==> src/rtl/pipe_scoreboard.sv <==
// pipe_scoreboard: per-register pending-write scoreboard driving issue stall, operand forwarding and a stall counter
module pipe_scoreboard #(
  parameter int NREG   = 16,
  parameter int AW     = 4,
  parameter int WB_LAT = 3,
  parameter bit FWD_EN = 1'b1,
  parameter bit RF_BYP = 1'b1
) (
  input  logic            clk,
  input  logic            rst,
  input  logic            issue_valid,
  input  logic [AW-1:0]   issue_rs,
  input  logic            issue_rs_en,
  input  logic [AW-1:0]   issue_rt,
  input  logic            issue_rt_en,
  input  logic [AW-1:0]   issue_rd,
  input  logic            issue_rd_en,
  input  logic            issue_load,
  input  logic            flush,
  output logic            stall,
  output logic [1:0]      fwd_rs_sel,
  output logic [1:0]      fwd_rt_sel,
  output logic [NREG-1:0] busy_vec,
  output logic [15:0]     stall_cnt
);
  localparam int CW = $clog2(WB_LAT + 1);
  localparam logic [CW-1:0] LAT  = CW'(WB_LAT);
  localparam logic [CW-1:0] LAT1 = CW'(WB_LAT - 1);
  localparam logic [CW-1:0] ONE  = CW'(1);
  logic [CW-1:0] cnt [NREG];
  logic [NREG-1:0] ld;
  logic [2:0] rs_chk, rt_chk;
  logic accept;
  // {hazard, sel} for one source; resolved check first so WB_LAT=2 with RF_BYP never forwards from WB
  function automatic logic [2:0] src_chk(input logic en, input logic [AW-1:0] s,
                                          input logic [CW-1:0] c, input logic l);
    if (!en || s == '0 || c == '0 || (RF_BYP && c == ONE)) return 3'b0_00;
    if (FWD_EN && c == LAT && !l) return 3'b0_01;
    if (c == LAT) return 3'b1_00;
    if (FWD_EN && c == LAT1) return 3'b0_10;
    return 3'b1_00;
  endfunction
  always_comb begin
    rs_chk = src_chk(issue_rs_en, issue_rs, cnt[issue_rs], ld[issue_rs]);
    rt_chk = src_chk(issue_rt_en, issue_rt, cnt[issue_rt], ld[issue_rt]);
    stall = issue_valid & ~flush & (rs_chk[2] | rt_chk[2]);
    accept = issue_valid & ~stall & ~flush;
    fwd_rs_sel = accept ? rs_chk[1:0] : 2'd0;
    fwd_rt_sel = accept ? rt_chk[1:0] : 2'd0;
    for (int r = 0; r < NREG; r++) busy_vec[r] = cnt[r] != '0;
  end
  always_ff @(posedge clk or negedge rst) begin
    if (!rst) begin
      for (int r = 0; r < NREG; r++) cnt[r] <= '0;
      ld <= '0;
      stall_cnt <= '0;
    end else begin
      for (int r = 1; r < NREG; r++) begin
        if (accept && issue_rd_en && issue_rd == AW'(r)) begin
          cnt[r] <= LAT;
          ld[r] <= issue_load;
        end else if (flush && cnt[r] == LAT) cnt[r] <= '0;
        else if (cnt[r] != '0) cnt[r] <= cnt[r] - ONE;
      end
      if (stall && stall_cnt != 16'hFFFF) stall_cnt <= stall_cnt + 16'd1;
    end
  end
endmodule
==> config.mk <==
export PLATFORM = sky130hd
export DESIGN_NAME = pipe_scoreboard
export DESIGN_NICKNAME = d
export VERILOG_FILES = /design/src/rtl/pipe_scoreboard.sv
export SDC_FILE = /design/constraint.sdc
export NUM_CORES = 1
export LEC_CHECK = 0
export CORE_AREA = 3 3 109 111
export CTS_CLUSTER_DIAMETER = 80
export DETAILED_ROUTE_END_ITERATION = 10
export DIE_AREA = 0 0 112 114
export GPL_ROUTABILITY_DRIVEN = 0
export PLACE_DENSITY = 0.51
export SLEW_MARGIN = 20
export SYNTH_ARGS = -nofsm -noshare
export SYNTH_HDL_FRONTEND = slang
export SYNTH_SLANG_ARGS = --single-unit
==> constraint.sdc <==
create_clock -name clk -period 2.71 [get_ports clk]
set_clock_uncertainty 0.15 [all_clocks]
set_input_delay 0.271 -clock clk [delete_from_list [all_inputs] [get_ports clk]]
set_output_delay 0.271 -clock clk [all_outputs]
set_load 0.02 [all_outputs]
==> run_results.csv, run 1 <==
group,metric,value,unit
run_status,status,"complete, but fails checks",
run_status,violations,"negative setup slack",
clocking,insertion_delay,350,ps
finish,stdcell_count,611,
yosys,syn-instance-count,323,
sta,rsz0062_at_grt,"yes",
finish,final_nets,488,
finish,syn_to_final_growth,52.1,%
yosys,yosysTopAreaCellShare,0.425,
floorplan,initial_core_util,0.330,
detailed_routing,dr.pass1.iters,4,
critical_path,cp.required,2790,ps
placed_design,place_inst,585,
critical_path,path_cells,"mux4_2 -> o22ai_4 -> nor2_2 -> o221ai_2 -> nand4_4 -> buf_6 -> or4_4 -> mux2_4",
worst_hold_path,min_path_type,"input port to asynchronous set/reset pin",
yosys,synth_seq_area_share,0.425,
global_route,grt_pass1_wl,18.2,mm
global_route,antenna_found_initial,0,
detailed_routing,ant_nets,0,
sta,finalHoldViolCount,0,
critical_path,crit_path_top_delay_cell,"or4_4",
sta,setup_slack,-214,ps
detailed_routing,dr_total_vias,3138,
finish,antenna_cells,0,
finish,fin_area,5460,um2
clocking,tritoncts,"yes",
critical_path,end_kind,"register",
clocking,ctsRootBufferMaster,"clkbuf_8",
detailed_routing,drc_errors,0,
yosys,synth_top_area_cell,"dfrtp_1",
detailed_routing,initialDrtViolationCount,171,
global_route,grt_overflow,0,
critical_path,startpoint_type,"register",
sta,fmaxAchievable,0.342,GHz
power,powerDensity,395,nW/um2
yosys,synth_nets,344,
detailed_routing,wl_per_cell,18.6,um
clocking,cts.sinks,61,
clocking,h-tree-depth,3,
yosys,ys_top_cells_by_count,"61 x dfrtp_1, 23 x inv_1, 20 x nand2_1, 19 x mux2_2, 18 x or2_2",
critical_path,r2r-start,"cnt[11]",
yosys,synth_warnings,3,
yosys,syn_area,3590,um2
sta,slew_viol_final,0,
floorplan,die_h,114,um
yosys,synth-main-ff-cell,"dfrtp_1",
finish,drive_gt1_frac,0.484,
clocking,cts_buffers,9,
sta,finalCritPeriodShare,1.08,
critical_path,r2r_cells,8,
placed_design,post_dp_cell_area,4870,um2
power,power_leakage,2.56,nW
finish,seq_area,1530,um2
floorplan,die_w,112,um
global_route,grt_max_degree,38,
yosys,synth_cell_types,50,
critical_path,worst-r2r-setup-slack,-210,ps
clocking,clockBufferDepth,2,
yosys,avgSynthCellArea,11.1,um2
global_route,grt_pass1_vias,3306,
yosys,synth_area_leaders,"dfrtp_1 42%, mux4_2 8.1%, mux2_2 6.0%",
sta,whs,307,ps
clocking,clkSlewWorstSetupHoldPaths,70,ps
finish,multi_input_area,2140,um2
critical_path,crit_type,"register to register",
run,cap_violations,0,
detailed_routing,viasPerCell,5.14,
finish,n_fill_cell,980,
sta,worstMarginPinSlew,684,ps
floorplan,num_rows,38,
placed_design,io_buffers,55,
power,vdd_drop_max,312,uV
placed_design,dp_hpwl,8.28,mm
yosys,ys_ff_latch,61,
critical_path,max_stage_delay,550,ps
global_route,grt.total_usage,0.185,
sta,post-route-min-period,2920,ps
detailed_routing,routed_wl,11.4,mm
yosys,synth-edff-count,0,
floorplan,core,10900,um2
critical_path,cp.arrival,3010,ps
floorplan,pin_count,57,
floorplan,dieArea,12800,um2
sta,relSlewSlack,0.543,
critical_path,crit_fanout,9,
finish,fin_util,0.502,
yosys,synthArstFlopShare,1.00,
critical_path,rr_endpoint,"ld[2]",
yosys,yosysMostFrequentCell,"dfrtp_1",
sta,finalSetupViolCount,24,
==> cell type report <==
class                   count  area share
repair buffers            147       0.249
well taps                 140      0.0321
inverters                  23      0.0158
clock buffers              10      0.0234
flip-flops and latches     61       0.279
multi-input cells         225       0.391
clock inverters             5     0.00962
==> placed cells by master (no fill, tap or decap), types with 3 or more instances in the layout <==
master           Yosys  layout
o22ai_1              7       6
nor2_2               0       3
nand2b_1             5       5
buf_6                4      12
xnor2_1              5       5
a31o_2               5       4
mux2i_1              9       6
or4_4                6       6
inv_1               23      23
dlygate4sd2_1        0       3
o21ai_2              0       4
dfrtp_1             61      61
a221oi_2             0       3
mux4_2              13      13
nor4_4               0       5
nor3_2               5      10
mux2_4               8       8
o21ai_0             16      11
nand3_1             12      12
nor2b_1              7       5
buf_4                3      79
or2_2               18      18
clkbuf_8             0       9
clkinv_2             0       3
nor2_1              11       7
or3_4                2       3
or3_1                4       3
xor2_1              10      10
buf_12               0       3
nand2_1             20      19
clkdlybuf4s50_1      0      43
mux2_2              19      19
==> worst max-delay path by stage <==
stage | start | endpoint | slack, ps | cells after the start
3_3_place_gp | issue_rt[2] | fwd_rs_sel[1] | -1010 | 10
3_5_place_dp | issue_rt[2] | fwd_rs_sel[1] | -980 | 10
4_1_cts | cnt[8] | ld[2] | -180 | 8
6_report | cnt[11] | ld[2] | -210 | 8
5_1_grt | cnt[3] | ld[2] | -300 | 8
2_1_floorplan | issue_rt[2] | ld[13] | -4 | 10
==> where the power goes <==
group	internal (mW)	switching, mW
registers	0.946	0.0309
logic	0.220	0.182
clock network	0.415	0.364
total	1.58	0.577
==> flip-flops by register name (all words and copies together) (netlist names) <==
signal	cells
ld	15
stall_cnt	16
cnt	30
==> critical path, delay by kind of cell (launching register included) <==
kind | cells | cell delay (ps)
AO/OA/AOI/OAI | 2 | 440
flip-flops | 1 | 410
multiplexers | 2 | 820
AND/OR/NAND/NOR | 3 | 790
buffers and inverters | 1 | 190
==> through the flow <==
step | setup slack (ps) | setup TNS (ps) | power (mW)
floorplan | -4.00 | -15.9 | 1.15
global placement | -1010 | -39800 | 1.33
detailed placement | -984 | -39820 | 1.33
CTS | -183 | -1910 | 2.17
global route | -296 | -5360 | 2.25
finish | -214 | -2300 | 2.16
==> cells by family after synthesis <==
logic type / count (synthesis) / synth area share
fa+ha+maj: 1 / 0.00348
flops: 61 / 0.425
buf+inv: 37 / 0.0501
xor+xnor: 15 / 0.0366
compound gates: 46 / 0.0895
other cells: 1 / 0.00104
simple gates: 113 / 0.195
mux: 49 / 0.200
==> timing repair <==
| action | CTS | global route |
|---|---|---|
| gates cloned | 2 | 0 |
| hold buffers | 1 | 0 |
| endpoints found under the setup margin | 66 | 63 |
| hold endpoints to repair | 61 | 0 |
| gates resized for setup | 74 | 27 |
| buffers inserted | 13 | 4 |
| pin swaps | 13 | 9 |
==> per-layer routing <==
| metal | track usage | part of all wire |
|---|---|---|
| met5 | 0 | 0 |
| met2 | 0.289 | 0.48 |
| met3 | 0.0408 | 0.039 |
| met1 | 0.256 | 0.46 |
| met4 | 0.0649 | 0.018 |
No activity file was read; power rests on OpenSTA's default activity.
==> inputs of run 2 (changes only) <==
--- a/config.mk
+++ b/config.mk
@@ -5,13 +5,14 @@
 export SDC_FILE = /design/constraint.sdc
 export NUM_CORES = 1
 export LEC_CHECK = 0
+export CAP_MARGIN = 30
 export CORE_AREA = 3 3 109 111
 export CTS_CLUSTER_DIAMETER = 80
 export DETAILED_ROUTE_END_ITERATION = 10
 export DIE_AREA = 0 0 112 114
 export GPL_ROUTABILITY_DRIVEN = 0
 export PLACE_DENSITY = 0.51
-export SLEW_MARGIN = 20
+export SLEW_MARGIN = 40
 export SYNTH_ARGS = -nofsm -noshare
 export SYNTH_HDL_FRONTEND = slang
 export SYNTH_SLANG_ARGS = --single-unit
==> results of run 2 <==
Final layout, timing and power as in run 1 (identical DEF).
